$ cat src/rtl/alu_exec.sv
// ---------------------------------------------------------------------------
// alu_exec -- request/acknowledge ALU execution unit.
//
// Accepts one operation at a time. Single-cycle operations complete in the
// cycle after accept. MUL runs an iterative shift-add multiply, one
// multiplier bit per cycle, for WIDTH cycles. Results, the zero flag and the
// illegal-code flag are held until the next completion.
//
// Ports:
//   clk_i      rising-edge clock
//   rst_i      asynchronous active-high reset
//   valid_i    request present
//   ready_o    unit idle, request will be accepted on the next edge
//   ctrl_i     4-bit ALU control code
//   src1_i     operand 1 (multiplicand for MUL, return address for JAL)
//   src2_i     operand 2 (multiplier for MUL)
//   done_o     one-cycle completion pulse
//   result_o   registered result
//   zero_o     result_o == 0
//   illegal_o  last completed code was not a supported operation
//
// States:
//   state   | meaning
//   --------+------------------------------------------------------------
//   IDLE    | waiting for a request, ready_o high
//   MUL     | shift-add multiply in progress, one multiplier bit per cycle
//   DONE    | result valid, done_o high for this single cycle
// ---------------------------------------------------------------------------
module alu_exec #(
  parameter int WIDTH = 32
) (
  input  logic             clk_i,
  input  logic             rst_i,
  input  logic             valid_i,
  output logic             ready_o,
  input  logic [3:0]       ctrl_i,
  input  logic [WIDTH-1:0] src1_i,
  input  logic [WIDTH-1:0] src2_i,
  output logic             done_o,
  output logic [WIDTH-1:0] result_o,
  output logic             zero_o,
  output logic             illegal_o
);

  localparam int CNT_W = (WIDTH > 1) ? $clog2(WIDTH) : 1;

  localparam logic [1:0] ST_IDLE = 2'd0;
  localparam logic [1:0] ST_MUL  = 2'd1;
  localparam logic [1:0] ST_DONE = 2'd2;

  localparam logic [3:0] OP_AND = 4'd0;
  localparam logic [3:0] OP_OR  = 4'd1;
  localparam logic [3:0] OP_ADD = 4'd2;
  localparam logic [3:0] OP_MUL = 4'd3;
  localparam logic [3:0] OP_SUB = 4'd6;
  localparam logic [3:0] OP_SLT = 4'd7;
  localparam logic [3:0] OP_JAL = 4'd8;
  localparam logic [3:0] OP_NOR = 4'd12;

  localparam logic [CNT_W-1:0] CNT_LAST = CNT_W'(WIDTH - 1);

  logic [1:0]       state_q, state_d;
  logic [WIDTH-1:0] mcand_q, mcand_d;
  logic [WIDTH-1:0] mplier_q, mplier_d;
  logic [WIDTH-1:0] prod_q, prod_d;
  logic [CNT_W-1:0] cnt_q, cnt_d;
  logic [WIDTH-1:0] result_q, result_d;
  logic             illegal_q, illegal_d;

  logic             accept;
  logic             slt_bit;
  logic [WIDTH-1:0] alu_res;
  logic             alu_illegal;
  logic [WIDTH-1:0] prod_step;
  logic             mul_last;

  assign accept = valid_i && (state_q == ST_IDLE);

  // Signed compare directly on the operands avoids the overflow trap of
  // inspecting the sign of src1 - src2.
  assign slt_bit = $signed(src1_i) < $signed(src2_i);

  // Single-cycle datapath, evaluated on the live inputs at accept.
  always_comb begin
    alu_res     = '0;
    alu_illegal = 1'b0;
    case (ctrl_i)
      OP_AND: alu_res = src1_i & src2_i;
      OP_OR:  alu_res = src1_i | src2_i;
      OP_ADD: alu_res = src1_i + src2_i;
      OP_SUB: alu_res = src1_i - src2_i;
      OP_SLT: alu_res[0] = slt_bit;
      OP_JAL: alu_res = src1_i;
      OP_NOR: alu_res = ~(src1_i | src2_i);
      OP_MUL: alu_res = '0;
      default: begin
        alu_res     = '0;
        alu_illegal = 1'b1;
      end
    endcase
  end

  // Shift-add step: the multiplicand is pre-shifted each cycle, so the
  // current multiplier LSB selects whether it is added in.
  assign prod_step = prod_q + (mplier_q[0] ? mcand_q : '0);
  assign mul_last  = (cnt_q == CNT_LAST);

  always_comb begin
    state_d   = state_q;
    mcand_d   = mcand_q;
    mplier_d  = mplier_q;
    prod_d    = prod_q;
    cnt_d     = cnt_q;
    result_d  = result_q;
    illegal_d = illegal_q;

    case (state_q)
      ST_IDLE: begin
        if (accept) begin
          if (ctrl_i == OP_MUL) begin
            mcand_d  = src1_i;
            mplier_d = src2_i;
            prod_d   = '0;
            cnt_d    = '0;
            state_d  = ST_MUL;
          end else begin
            result_d  = alu_res;
            illegal_d = alu_illegal;
            state_d   = ST_DONE;
          end
        end
      end

      ST_MUL: begin
        prod_d   = prod_step;
        mcand_d  = mcand_q << 1;
        mplier_d = mplier_q >> 1;
        cnt_d    = cnt_q + CNT_W'(1);
        if (mul_last) begin
          // Only the finished product is exposed on result_o.
          result_d  = prod_step;
          illegal_d = 1'b0;
          cnt_d     = '0;
          state_d   = ST_DONE;
        end
      end

      ST_DONE: begin
        state_d = ST_IDLE;
      end

      default: begin
        state_d = ST_IDLE;
      end
    endcase
  end

  always_ff @(posedge clk_i or posedge rst_i) begin
    if (rst_i) begin
      state_q   <= ST_IDLE;
      mcand_q   <= '0;
      mplier_q  <= '0;
      prod_q    <= '0;
      cnt_q     <= '0;
      result_q  <= '0;
      illegal_q <= 1'b0;
    end else begin
      state_q   <= state_d;
      mcand_q   <= mcand_d;
      mplier_q  <= mplier_d;
      prod_q    <= prod_d;
      cnt_q     <= cnt_d;
      result_q  <= result_d;
      illegal_q <= illegal_d;
    end
  end

  assign ready_o   = (state_q == ST_IDLE);
  assign done_o    = (state_q == ST_DONE);
  assign result_o  = result_q;
  assign zero_o    = (result_q == '0);
  assign illegal_o = illegal_q;

endmodule

$ cat config.mk
export PLATFORM = sky130hd
export DESIGN_NAME = alu_exec
export DESIGN_NICKNAME = d
export VERILOG_FILES = /design/src/rtl/alu_exec.sv
export SDC_FILE = /design/constraint.sdc
export NUM_CORES = 1
export LEC_CHECK = 0
export BUFFER_PORTS_ARGS = -buffer_cell sky130_fd_sc_hd__buf_2
export CAP_MARGIN = 10
export CELL_PAD_IN_SITES_DETAIL_PLACEMENT = 0
export CELL_PAD_IN_SITES_GLOBAL_PLACEMENT = 1
export CORE_MARGIN = 1
export CORE_UTILIZATION = 46
export DETAILED_ROUTE_END_ITERATION = 10
export PLACE_DENSITY_LB_ADDON = 0.1
export SLEW_MARGIN = 15
export SYNTH_ARGS = -nofsm -noshare
export SYNTH_HDL_FRONTEND = slang
export SYNTH_SLANG_ARGS = --single-unit
$ cat constraint.sdc
create_clock -name clk_i -period 5.1 [get_ports clk_i]
set_input_delay 1.02 -clock clk_i [delete_from_list [all_inputs] [get_ports clk_i]]
set_output_delay 1.02 -clock clk_i [all_outputs]
set_load 0.01 [all_outputs]
==> results by group, run 1 <==
Status
  – Status: complete, no violations

Cells and area
  – Number of diodes: 0
  – Layout cell share with drive strength beyond 1: roughly 12%
  – Footprint of the multi-input gates: ~0.0091 mm^2
  – Post-route non-filler standard cell count: 2177
  – Core Util, Final: between 50 and 60%
  – Register area: 0.00340 mm^2
  – Layout area overhead: 10.9%
  – Number of fill cells in the layout: 2846
  – Layout Nets: 2001

Placed design
  – Post-detail-place hpwl: approximately 36000 um
  – Placed insts: 2145
  – GP Congestion: 1.01
  – IO Port Bufs: 106

Worst setup path
  – Setup crit end kind: flop
  – Worst Path Arrival: 4.44 ns
  – Critical Path RT: 5.35 ns
  – Startpoint types: primary input
  – Crit-path max FO: 8
  – Crit path kind: in -> reg

Floorplanning
  – Core area: 0.0281 mm^2
  – Die height: 172 um
  – I/O pins: 107
  – Rows: 61
  – Die area: 0.0295 mm^2
  – Die Width: 172 um
  – Initial Util: between 40% and 50%

Flow run
  – Max Cap Violations: 0

STA
  – Max-Slew Margin vs Limit: 20.4%
  – Tmin final: 4.19 ns
  – Endpoints failing setup: 0
  – Achievable Freq: 239 MHz
  – RSZ-0062 raised after global routing: false
  – Final max-slew violation count: 0
  – Worst-margin pin slew: 1.16 ns
  – Hold Vio Cnt, Final: 0
  – Crit share post-route: between 80% and 90%
  – Clk_skew: 0.0167 ns
  – Hold slack: just under 0.5 ns
  – Setup TNS: 0 ns

Yosys
  – Register area share after synthesis: 25.6%
  – Seq cells post-synth: 136
  – Main area contributors after synthesis: dfrtp_1, ha_1, nand2_1, nor2_1, a21oi_1
  – Most used DFF post-synth: dfrtp_1
  – Mapped cell area: between 0.01 and 0.015 mm^2
  – Most instantiated cells after synthesis: nand2_1, nor2_1, ha_1
  – Mapped Cells: 1740
  – Syn Nets: 1955
  – Most frequent cell after synthesis: nand2_1
  – Post-synth top area cell: dfrtp_1
  – Top cell type's share of synthesized area: 25.6%
  – Ys async rst share: 100%
  – Count of cell types in the netlist: 94
  – Number of synthesized flops with an enable pin: 0
  – Mean Syn Cell Area: 7.63 um^2
  – Warnings from Yosys: 0

Global route
  – First-pass GRT wire length: 72500 um
  – Initial antenna violation count: 0
  – Largest net degree at the start of global routing: 69
  – GR Overflow Total: 0
  – Vias in the first global route: 12325
  – GRT Util Overall: ~32%

CTS
  – CTS Buffer Depth: 2
  – H-tree levels: 4
  – Total setup buffers inserted after CTS: 0
  – CTS tree: built
  – TritonCTS Buffers: 17
  – CTS root buf: clkbuf_16
  – Hold_buf cts: 0
  – Clock transition at path regs: 0.06 ns
  – Resize count post-CTS: 0
  – Clk sinks: 136
  – Skew-Pair Late Insertion Delay: between 0.4 and 0.5 ns

Routing
  – WL final: ~47000 um
  – DR DRC count: 0
  – Via density per instance: 6.14
  – WL/cell: 21.7 um
  – Vias after detailed routing: 13358
  – Antenna Nets Post-Route: 0
  – DRT iter0 DRCs: 1475
  – Detailed Routing Iterations Pass 1: 8

Pwr
  – LEAKAGE: 6.79 nW
  – PwrDens: 426 mW/mm^2
  – Pwr Total: 0.00627 W
  – Peak supply drop: 0.000268 V

Min path
  – Worst hold path type: reg -> reg
power breakdown:
part           total (W)  internal [W]  switching (W)
clock            0.00135      0.000757       0.000597
sequential       0.00181       0.00149       0.000316
combinational    0.00311       0.00125        0.00186
routing by layer:
layer,track usage [%],vias up,routed length (um)
li1,-,6354,-
met1,47.6,6440,22600
met2,49.7,493,20700
met3,5.47,71,3210
met4,6.93,0,775
met5,0,-,0
kinds of logic after synthesis:
kind of cell | count (synthesis) | synth area share, %
AOI/OAI and AO/OA | 554 | 29.2
xor gates and xnor gates | 31 | 2.05
adders and majority gates | 144 | 13.7
buffers and inverters | 213 | 6.24
DFF | 136 | 25.6
muxes | 9 | 0.698
and+or+nand+nor | 653 | 22.5
metrics by stage:
stage / setup slack (ns) / cell area (um^2)
final: 0.909 / 14700
after global routing: 0.690 / 14700
after CTS: 1.09 / 14700
after detailed placement: 0.644 / 14100
after global placement: 0.611 / 14100
after floorplan: 0.441 / 13300
critical path, stage by stage:
cell and delay (ns):
buf_2 0.14, inv_1 0.05, ha_1 0.44, o211ai_1 0.16, o21ai_2 0.30, o21ai_1 0.15
a31oi_1 0.36, a211oi_1 0.17, o311a_1 0.38, a2111oi_0 1.02, o31ai_1 0.25
flip-flops by register name, summed over array words and instances (netlist names):
signal     flops
cnt_q          5
illegal_o      1
mcand_q       32
mplier_q      32
prod_q        32
result_o      32
state_q        2
layout make-up:
| class | count | area share (%) |
|---|---|---|
| well taps | 378 | 3.21 |
| multi-input cells | 1391 | 61.7 |
| inverters | 107 | 2.76 |
| clock buffers | 18 | 2.98 |
| flip-flops and latches | 136 | 23.1 |
| repair buffers | 133 | 5.06 |
| clock inverters | 14 | 1.22 |
path summary, 6_finish.rpt:
kind | from | endpoint | slack [ns] | cells past startpoint
max | src1_i[3] | result_o[17] | 0.91 | 11
min | prod_q[15] | prod_q[15] | 0.48 | 2
max reg2reg | mplier_q[0] | result_o[25] | 1.14 | 12
min reg2reg | prod_q[15] | prod_q[15] | 0.48 | 2
max in group asynchronous | rst_i | mplier_q[12] | 3.49 | 3
min in group asynchronous | rst_i | mcand_q[26] | 0.63 | 2
layout by cell type, fill, tap and decap left out, types with 14 or more instances in the layout:
cell	Yosys	routed
o21ai_0	76	76
a21o_1	30	30
nand3_1	23	23
buf_2	17	106
a21oi_1	110	110
a31oi_1	85	85
o21bai_1	18	18
ha_1	141	141
a221oi_1	21	21
dfrtp_1	136	136
a221o_1	19	19
xnor2_1	19	19
nand2_1	284	284
nand2b_1	15	14
nor3_1	25	24
a211oi_1	19	19
and2_1	38	38
nor2_1	163	162
o211ai_1	17	17
nor4_1	22	21
inv_1	103	102
clkbuf_16	0	17
buf_4	2	26
No activity file was read; power rests on OpenSTA's default activity.
==> inputs of run 2 (changes only) <==
--- a/config.mk
+++ b/config.mk
@@ -10,7 +10,7 @@
 export CELL_PAD_IN_SITES_DETAIL_PLACEMENT = 0
 export CELL_PAD_IN_SITES_GLOBAL_PLACEMENT = 1
 export CORE_MARGIN = 1
-export CORE_UTILIZATION = 46
+export CORE_UTILIZATION = 42
 export DETAILED_ROUTE_END_ITERATION = 10
 export PLACE_DENSITY_LB_ADDON = 0.1
 export SLEW_MARGIN = 15
==> constraint.sdc (replaced) <==
create_clock -name clk_i -period 3.6 [get_ports clk_i]
set_input_delay 0.72 -clock clk_i [delete_from_list [all_inputs] [get_ports clk_i]]
set_output_delay 0.72 -clock clk_i [all_outputs]
set_load 0.01 [all_outputs]
==> results by group, run 2 (synthesis gave the netlist of run 1 again) <==
Status
  – Status: finished, violations left
  – Violated checks: DRC

Placed design
  – Dpl ws: -0.0955 ns (-0.739 ns)
  – Post-detail-place hpwl: 39400 um (+11%)
  – IO Port Bufs: 106 (unchanged)
  – DP Area: 0.0151 mm^2 (+6.8%)
  – GP Congestion: 0.969 (-4.0%)

CTS
  – Hold_buf cts: 0 (unchanged)
  – CTS Buffer Depth: 2 (unchanged)
  – Clk sinks: 136 (unchanged)
  – Skew-Pair Late Insertion Delay: 0.45 ns (about the same)
  – Clock transition at path regs: 0.07 ns (about the same)
  – CTS root buf: clkbuf_16
  – TritonCTS Buffers: 17 (unchanged)
  – H-tree levels: 4 (unchanged)
  – CTS tree: built

Routing
  – Antenna Nets Post-Route: 0 (unchanged)
  – Top sig layer: met4
  – WL met1: 23700 um (+5.1%)
  – WL final: 50400 um (+6.5%)
  – Vias after detailed routing: 13832 (+3.5%)
  – Detailed Routing Iterations Pass 1: 11 (+3)
  – Met2 WL: 21900 um (+5.3%)
  – Via density per instance: 5.98 (-2.5%)
  – WL/cell: 21.8 um (+0.25%)
  – DRT iter0 DRCs: 1462 (-0.88%)
  – DR DRC count: 4 (+4)
  – Met3 WL: 4030 um (+25%)

Global route
  – Vias in the first global route: 13399 (+8.7%)
  – Initial antenna violation count: 1 (+1)
  – First-pass GRT wire length: 78800 um (+8.7%)
  – GRT Util Overall: 31.5% (-1.0 points)
  – Largest net degree at the start of global routing: 55 (-20%)
  – GR Overflow Total: 0 (unchanged)

STA
  – Final max-slew violation count: 0 (unchanged)
  – RSZ-0062 raised after global routing: false
  – Crit share post-route: 95.7%
  – Achievable Freq: roughly 290 MHz
  – Max-Slew Margin vs Limit: 40.8% (+20 points)
  – Tmin final: 3.44 ns
  – Endpoints failing setup: 0 (unchanged)
  – Final worst setup slack: 0.156 ns (-0.753 ns)
  – Hold Vio Cnt, Final: 0 (unchanged)
  – Clk_skew: 0.0113 ns (-0.00537 ns)
  – Worst-margin pin slew: 0.889 ns (-0.275 ns)

Cells and area
  – Number of fill cells in the layout: 3061 (+7.6%)
  – Most frequent cells in the layout: nand2_1, nor2_1, ha_1
  – Layout cell share with drive strength beyond 1: 18.0% (+5.8 points)
  – Layout area overhead: 18.6%
  – Commonest non-fill, non-tap cell in the layout: nand2_1
  – Layout Nets: 2118 (+5.8%)
  – Finished Cell Area: 0.0157 mm^2 (+6.9%)

Min path
  – Worst hold path type: in -> async

Worst setup path
  – Worst Path Arrival: 3.76 ns (-0.68 ns)
  – Startpoint types: flop
  – CP dominant cell by count: a21o_1
  – Crit path kind: reg -> reg
  – Slowest CP cell: dfrtp_2
  – Critical Path RT: 3.91 ns (-1.44 ns)
  – Reg2reg path depth: 14 (+2)
  – Crit-path max FO: 16 (+8)
  – Cell family with most CP delay: compound AO/OA/AOI/OAI gates
  – Setup crit end kind: flop
  – CP Buf/Inv Count: 3 (+1)
  – Cell Chain, Critical Path: buf_4, buf_4, and2_1, ha_1, a21o_1, a21o_1, a21o_1, a21o_1, a31oi_2, o21ai_1, xor2_1, buf_4, a221oi_1, a211oi_1
  – Critical path depth: 14 (+3)
  – CP max stage delay: 0.48 ns (-0.54 ns)

Floorplanning
  – Die Width: 180 um (+4.6%)
  – Initial Util: 43.0% (-4.2 points)
  – Die height: 180 um (+4.6%)
  – I/O pins: 107 (unchanged)
  – Core area: 0.0308 mm^2 (+9.8%)
  – Die area: 0.0323 mm^2 (+9.4%)
  – Rows: 64 (+4.9%)

Flow run
  – Max Cap Violations: 0 (unchanged)

Pwr
  – Peak supply drop: 0.000341 V (+28%)
  – PwrDens: 596 mW/mm^2 (+40%)
  – LEAKAGE: 7.38 nW (+8.7%)
-- run 2: path summary, 6_finish.rpt --
| path | start | to | slack, ns |
|---|---|---|---|
| max | mplier_q[0] | result_o[25] | 0.16 |
| min | rst_i | prod_q[26] | 0.41 |
| max reg2reg | mplier_q[0] | result_o[25] | 0.16 |
| min reg2reg | prod_q[6] | prod_q[6] | 0.48 |
| max in group asynchronous | rst_i | mplier_q[0] | 2.40 |
| min in group clk_i | prod_q[6] | prod_q[6] | 0.48 |
-- run 2: layout make-up --
class	instances	area, um^2	area share, %
flip-flops and latches	136	3400	21.6
diodes	1	2.50	0.0159
clock inverters	12	185	1.18
inverters	107	405	2.57
well taps	396	495	3.15
clock buffers	20	447	2.84
repair buffers	250	1670	10.6
multi-input cells	1391	9130	58.0
-- run 2: metal layers --
layer	vias to the layer above	global-route usage, %
met1	6657	45.9
met2	531	48.3
li1	6592	-
met4	0	6.62
met5	-	0
met3	52	5.41
-- run 2: stage by stage --
stage,TNS (ns),util [%],hold WS [ns],power (W),std cells
global placement,-0.0856,48.9,0.466,0.00726,2280
CTS,0,50.9,0.424,0.00930,2312
finish,0,51.1,0.409,0.00939,2313
detailed placement,-0.240,48.9,0.470,0.00728,2280
floorplan,0,-,0.448,0.00571,1740
global route,0,51.1,0.452,0.0101,2312
-- run 2: timing repair --
item | 4_1_cts | 5_1_grt
endpoints found under the setup margin | 0 | 11
gates resized for setup | 0 | 10
setup buffers | 0 | 0
-- run 2: where the power goes --
part / internal [W] / leakage (nW) / switching [W]
clock network: 0.00119 / 0.306 / 0.000787
registers: 0.00211 / 1.63 / 0.000468
logic: 0.00205 / 5.44 / 0.00278
total: 0.00535 / 7.38 / 0.00404
==> inputs of run 3 (changes only) <==
--- a/config.mk
+++ b/config.mk
@@ -5,13 +5,14 @@
 export SDC_FILE = /design/constraint.sdc
 export NUM_CORES = 1
 export LEC_CHECK = 0
-export BUFFER_PORTS_ARGS = -buffer_cell sky130_fd_sc_hd__buf_2
+export BUFFER_PORTS_ARGS = -buffer_cell sky130_fd_sc_hd__buf_4
 export CAP_MARGIN = 10
 export CELL_PAD_IN_SITES_DETAIL_PLACEMENT = 0
 export CELL_PAD_IN_SITES_GLOBAL_PLACEMENT = 1
 export CORE_MARGIN = 1
 export CORE_UTILIZATION = 42
 export DETAILED_ROUTE_END_ITERATION = 10
+export GPL_ROUTABILITY_DRIVEN = 0
 export PLACE_DENSITY_LB_ADDON = 0.1
 export SLEW_MARGIN = 15
 export SYNTH_ARGS = -nofsm -noshare
==> constraint.sdc (replaced) <==
create_clock -name clk_i -period 3.6 [get_ports clk_i]
set_input_delay 1.08 -clock clk_i [delete_from_list [all_inputs] [get_ports clk_i]]
set_output_delay 1.08 -clock clk_i [all_outputs]
set_load 0.01 [all_outputs]
==> results by group, run 3 (synthesis gave the netlist of run 1 again) <==
Pwr
  – Pwr Total: 0.00946 W (+0.73%)
  – PwrDens: 563 mW/mm^2 (-5.6%)
  – Peak supply drop: 0.000350 V (+2.7%)
  – LEAKAGE: 7.97 nW (+8.0%)

Placed design
  – Dpl ws: -0.332 ns (-0.236 ns)
  – Post-detail-place hpwl: 39300 um (-0.24%)
  – Placed insts: 2387 (+4.7%)
  – IO Port Bufs: 106 (unchanged)

Global route
  – GR Overflow Total: 0 (unchanged)
  – Initial antenna violation count: 2 (+1)
  – First-pass GRT wire length: 78100 um (-0.96%)
  – GRT Util Overall: 31.0% (-0.41 points)
  – Vias in the first global route: 13604 (+1.5%)
  – Largest net degree at the start of global routing: 73 (+33%)

CTS
  – Skew-Pair Late Insertion Delay: 0.46 ns (about the same)
  – CTS root buf: clkbuf_16
  – Clk sinks: 136 (unchanged)
  – Clock transition at path regs: 0.07 ns (about the same)
  – H-tree levels: 4 (unchanged)
  – CTS tree: built
  – CTS Buffer Depth: 2 (unchanged)
  – TritonCTS Buffers: 17 (unchanged)

Flow run
  – Max Cap Violations: 0 (unchanged)

Floorplanning
  – Die height: 180 um (unchanged)
  – Initial Util: 43.0% (unchanged)
  – Core area: 0.0308 mm^2 (unchanged)
  – Die Width: 180 um (unchanged)
  – Die area: 0.0323 mm^2 (unchanged)
  – Rows: 64 (unchanged)
  – I/O pins: 107 (unchanged)

Routing
  – Antenna Nets Post-Route: 0 (unchanged)
  – Detailed Routing Iterations Pass 1: 9 (-2)
  – WL/cell: 20.8 um (-4.5%)
  – Vias after detailed routing: 14289 (+3.3%)
  – DR DRC count: 4 (unchanged)
  – WL final: 50400 um (unchanged)
  – Via density per instance: 5.90 (-1.3%)
  – DRT iter0 DRCs: 1504 (+2.9%)

Worst setup path
  – Crit path kind: in -> reg
  – Slowest CP cell: a2111oi_0
  – Critical Path Sink: result_o[17]
  – RR Startpoint: mplier_q[0]
  – Launch point of the critical path: src2_i[4]
  – Startpoint types: primary input
  – Critical Path RT: 3.92 ns (about the same)
  – Worst Path Arrival: 3.76 ns (about the same)
  – RR Endpoint: result_o[27]
  – Cell Chain, Critical Path: buf_4, inv_1, ha_1, o211ai_1, o21ai_2, o21ai_1, a31oi_1, a211oi_1, buf_4, o311a_1, a2111oi_0, buf_4, o31ai_1
  – CP dominant cell by count: buf_4
  – Crit-path max FO: 8 (-8)
  – Critical path depth: 13 (-1)
  – Cell family with most CP delay: compound AO/OA/AOI/OAI gates
  – CP Buf/Inv Count: 4 (+1)
  – Reg2reg path depth: 13 (-1)
  – R2R Setup Slk: 0.21 ns (+0.05 ns)
  – Setup crit end kind: flop
  – CP max stage delay: 0.47 ns (about the same)

STA
  – Hold Vio Cnt, Final: 0 (unchanged)
  – Final worst setup slack: 0.165 ns (+0.00946 ns)
  – Clk_skew: 0.0167 ns (+0.00542 ns)
  – Tmin final: 3.43 ns (-0.00946 ns)
  – RSZ-0062 raised after global routing: false
  – Final max-slew violation count: 0 (unchanged)
  – Max-Slew Margin vs Limit: 41.5% (+0.76 points)
  – Achievable Freq: 291 MHz (+0.28%)
  – Crit share post-route: 95.4% (-0.26 points)
  – Endpoints failing setup: 0 (unchanged)
  – Worst-margin pin slew: 0.877 ns (-0.0114 ns)

Cells and area
  – Commonest non-fill, non-tap cell in the layout: buf_4
  – Post-route non-filler standard cell count: 2421 (+4.7%)
  – Layout cell share with drive strength beyond 1: 22.5% (+4.5 points)
  – Layout area overhead: 26.7%
  – Most frequent cells in the layout: buf_4, nand2_1, nor2_1
  – Layout Nets: 2226 (+5.1%)

Status
  – Status: finished, violations left
  – Violated checks: DRC

Min path
  – Worst hold path type: reg -> reg
-- run 3: cell count changes in the layout (fill, tap and decap cells not counted), moves of 2 or more --
| cell | delta |
|---|---|
| buf_4 | +213 |
| inv_8 | +4 |
| clkbuf_1 | -2 |
| bufinv_16 | -3 |
| buf_2 | -106 |
| clkinv_8 | +3 |
-- run 3: routing by layer --
| layer | up-vias | track usage, % | part of all wire, % |
|---|---|---|---|
| li1 | 6823 | - | - |
| met1 | 6837 | 44.6 | 47 |
| met2 | 573 | 47.3 | 44 |
| met3 | 56 | 6.24 | 8.3 |
| met4 | 0 | 7.45 | 1.6 |
| met5 | - | 0 | 0 |
-- run 3: cell type report --
type / instances / area [um^2]
Sequential cell: 136 / 3400
Clock buffer: 17 / 425
Clock inverter: 15 / 179
Fill cell: 3052 / 14000
Antenna cell: 1 / 2.50
Inverter: 107 / 405
Multi-Input combinational cell: 1391 / 9130
Tap cell: 396 / 495
Timing Repair Buffer: 358 / 2760
-- run 3: how the worst min path moves through the flow --
stage / from / end / slack (ns) / cells after the start
3_3_place_gp: prod_q[5] / prod_q[5] / 0.47 / 2
4_1_cts: prod_q[7] / prod_q[7] / 0.49 / 2
3_5_place_dp: prod_q[7] / prod_q[7] / 0.47 / 2
5_1_grt: prod_q[23] / prod_q[23] / 0.51 / 2
6_report: prod_q[7] / prod_q[7] / 0.49 / 2
2_1_floorplan: mplier_q[31] / mplier_q[31] / 0.45 / 2
-- run 3: stage by stage --
step / utilization, % / TNS, ns / hold slack [ns] / instance area [um^2]
global route: 54.5 / 0 / 0.512 / 16800
floorplan: - / 0 / 0.448 / 13300
global placement: 52.4 / -4.11 / 0.467 / 16100
finish: 54.5 / 0 / 0.487 / 16800
CTS: 54.3 / 0 / 0.489 / 16700
detailed placement: 52.4 / -5.27 / 0.471 / 16100
-- run 3: what timing repair did --
item | in CTS | in global routing
setup endpoints to repair | 0 | 15
hold buffers | 0 | 0
endpoints found under the hold margin | 0 | 0
buffers inserted | 0 | 1
gates resized for setup | 0 | 11
-- run 3: power breakdown --
| part | switching [W] | internal (W) | total [W] |
|---|---|---|---|
| combinational | 0.00279 | 0.00222 | 0.00501 |
| sequential | 0.000460 | 0.00211 | 0.00257 |
| clock | 0.000883 | 0.000993 | 0.00188 |
| total | 0.00413 | 0.00533 | 0.00946 |
-- run 3: worst min-delay path, stage by stage, from the launching register on --
cell and delay (ns):
dfrtp_1 0.35, nand2_1 0.05, nand2_1 0.05
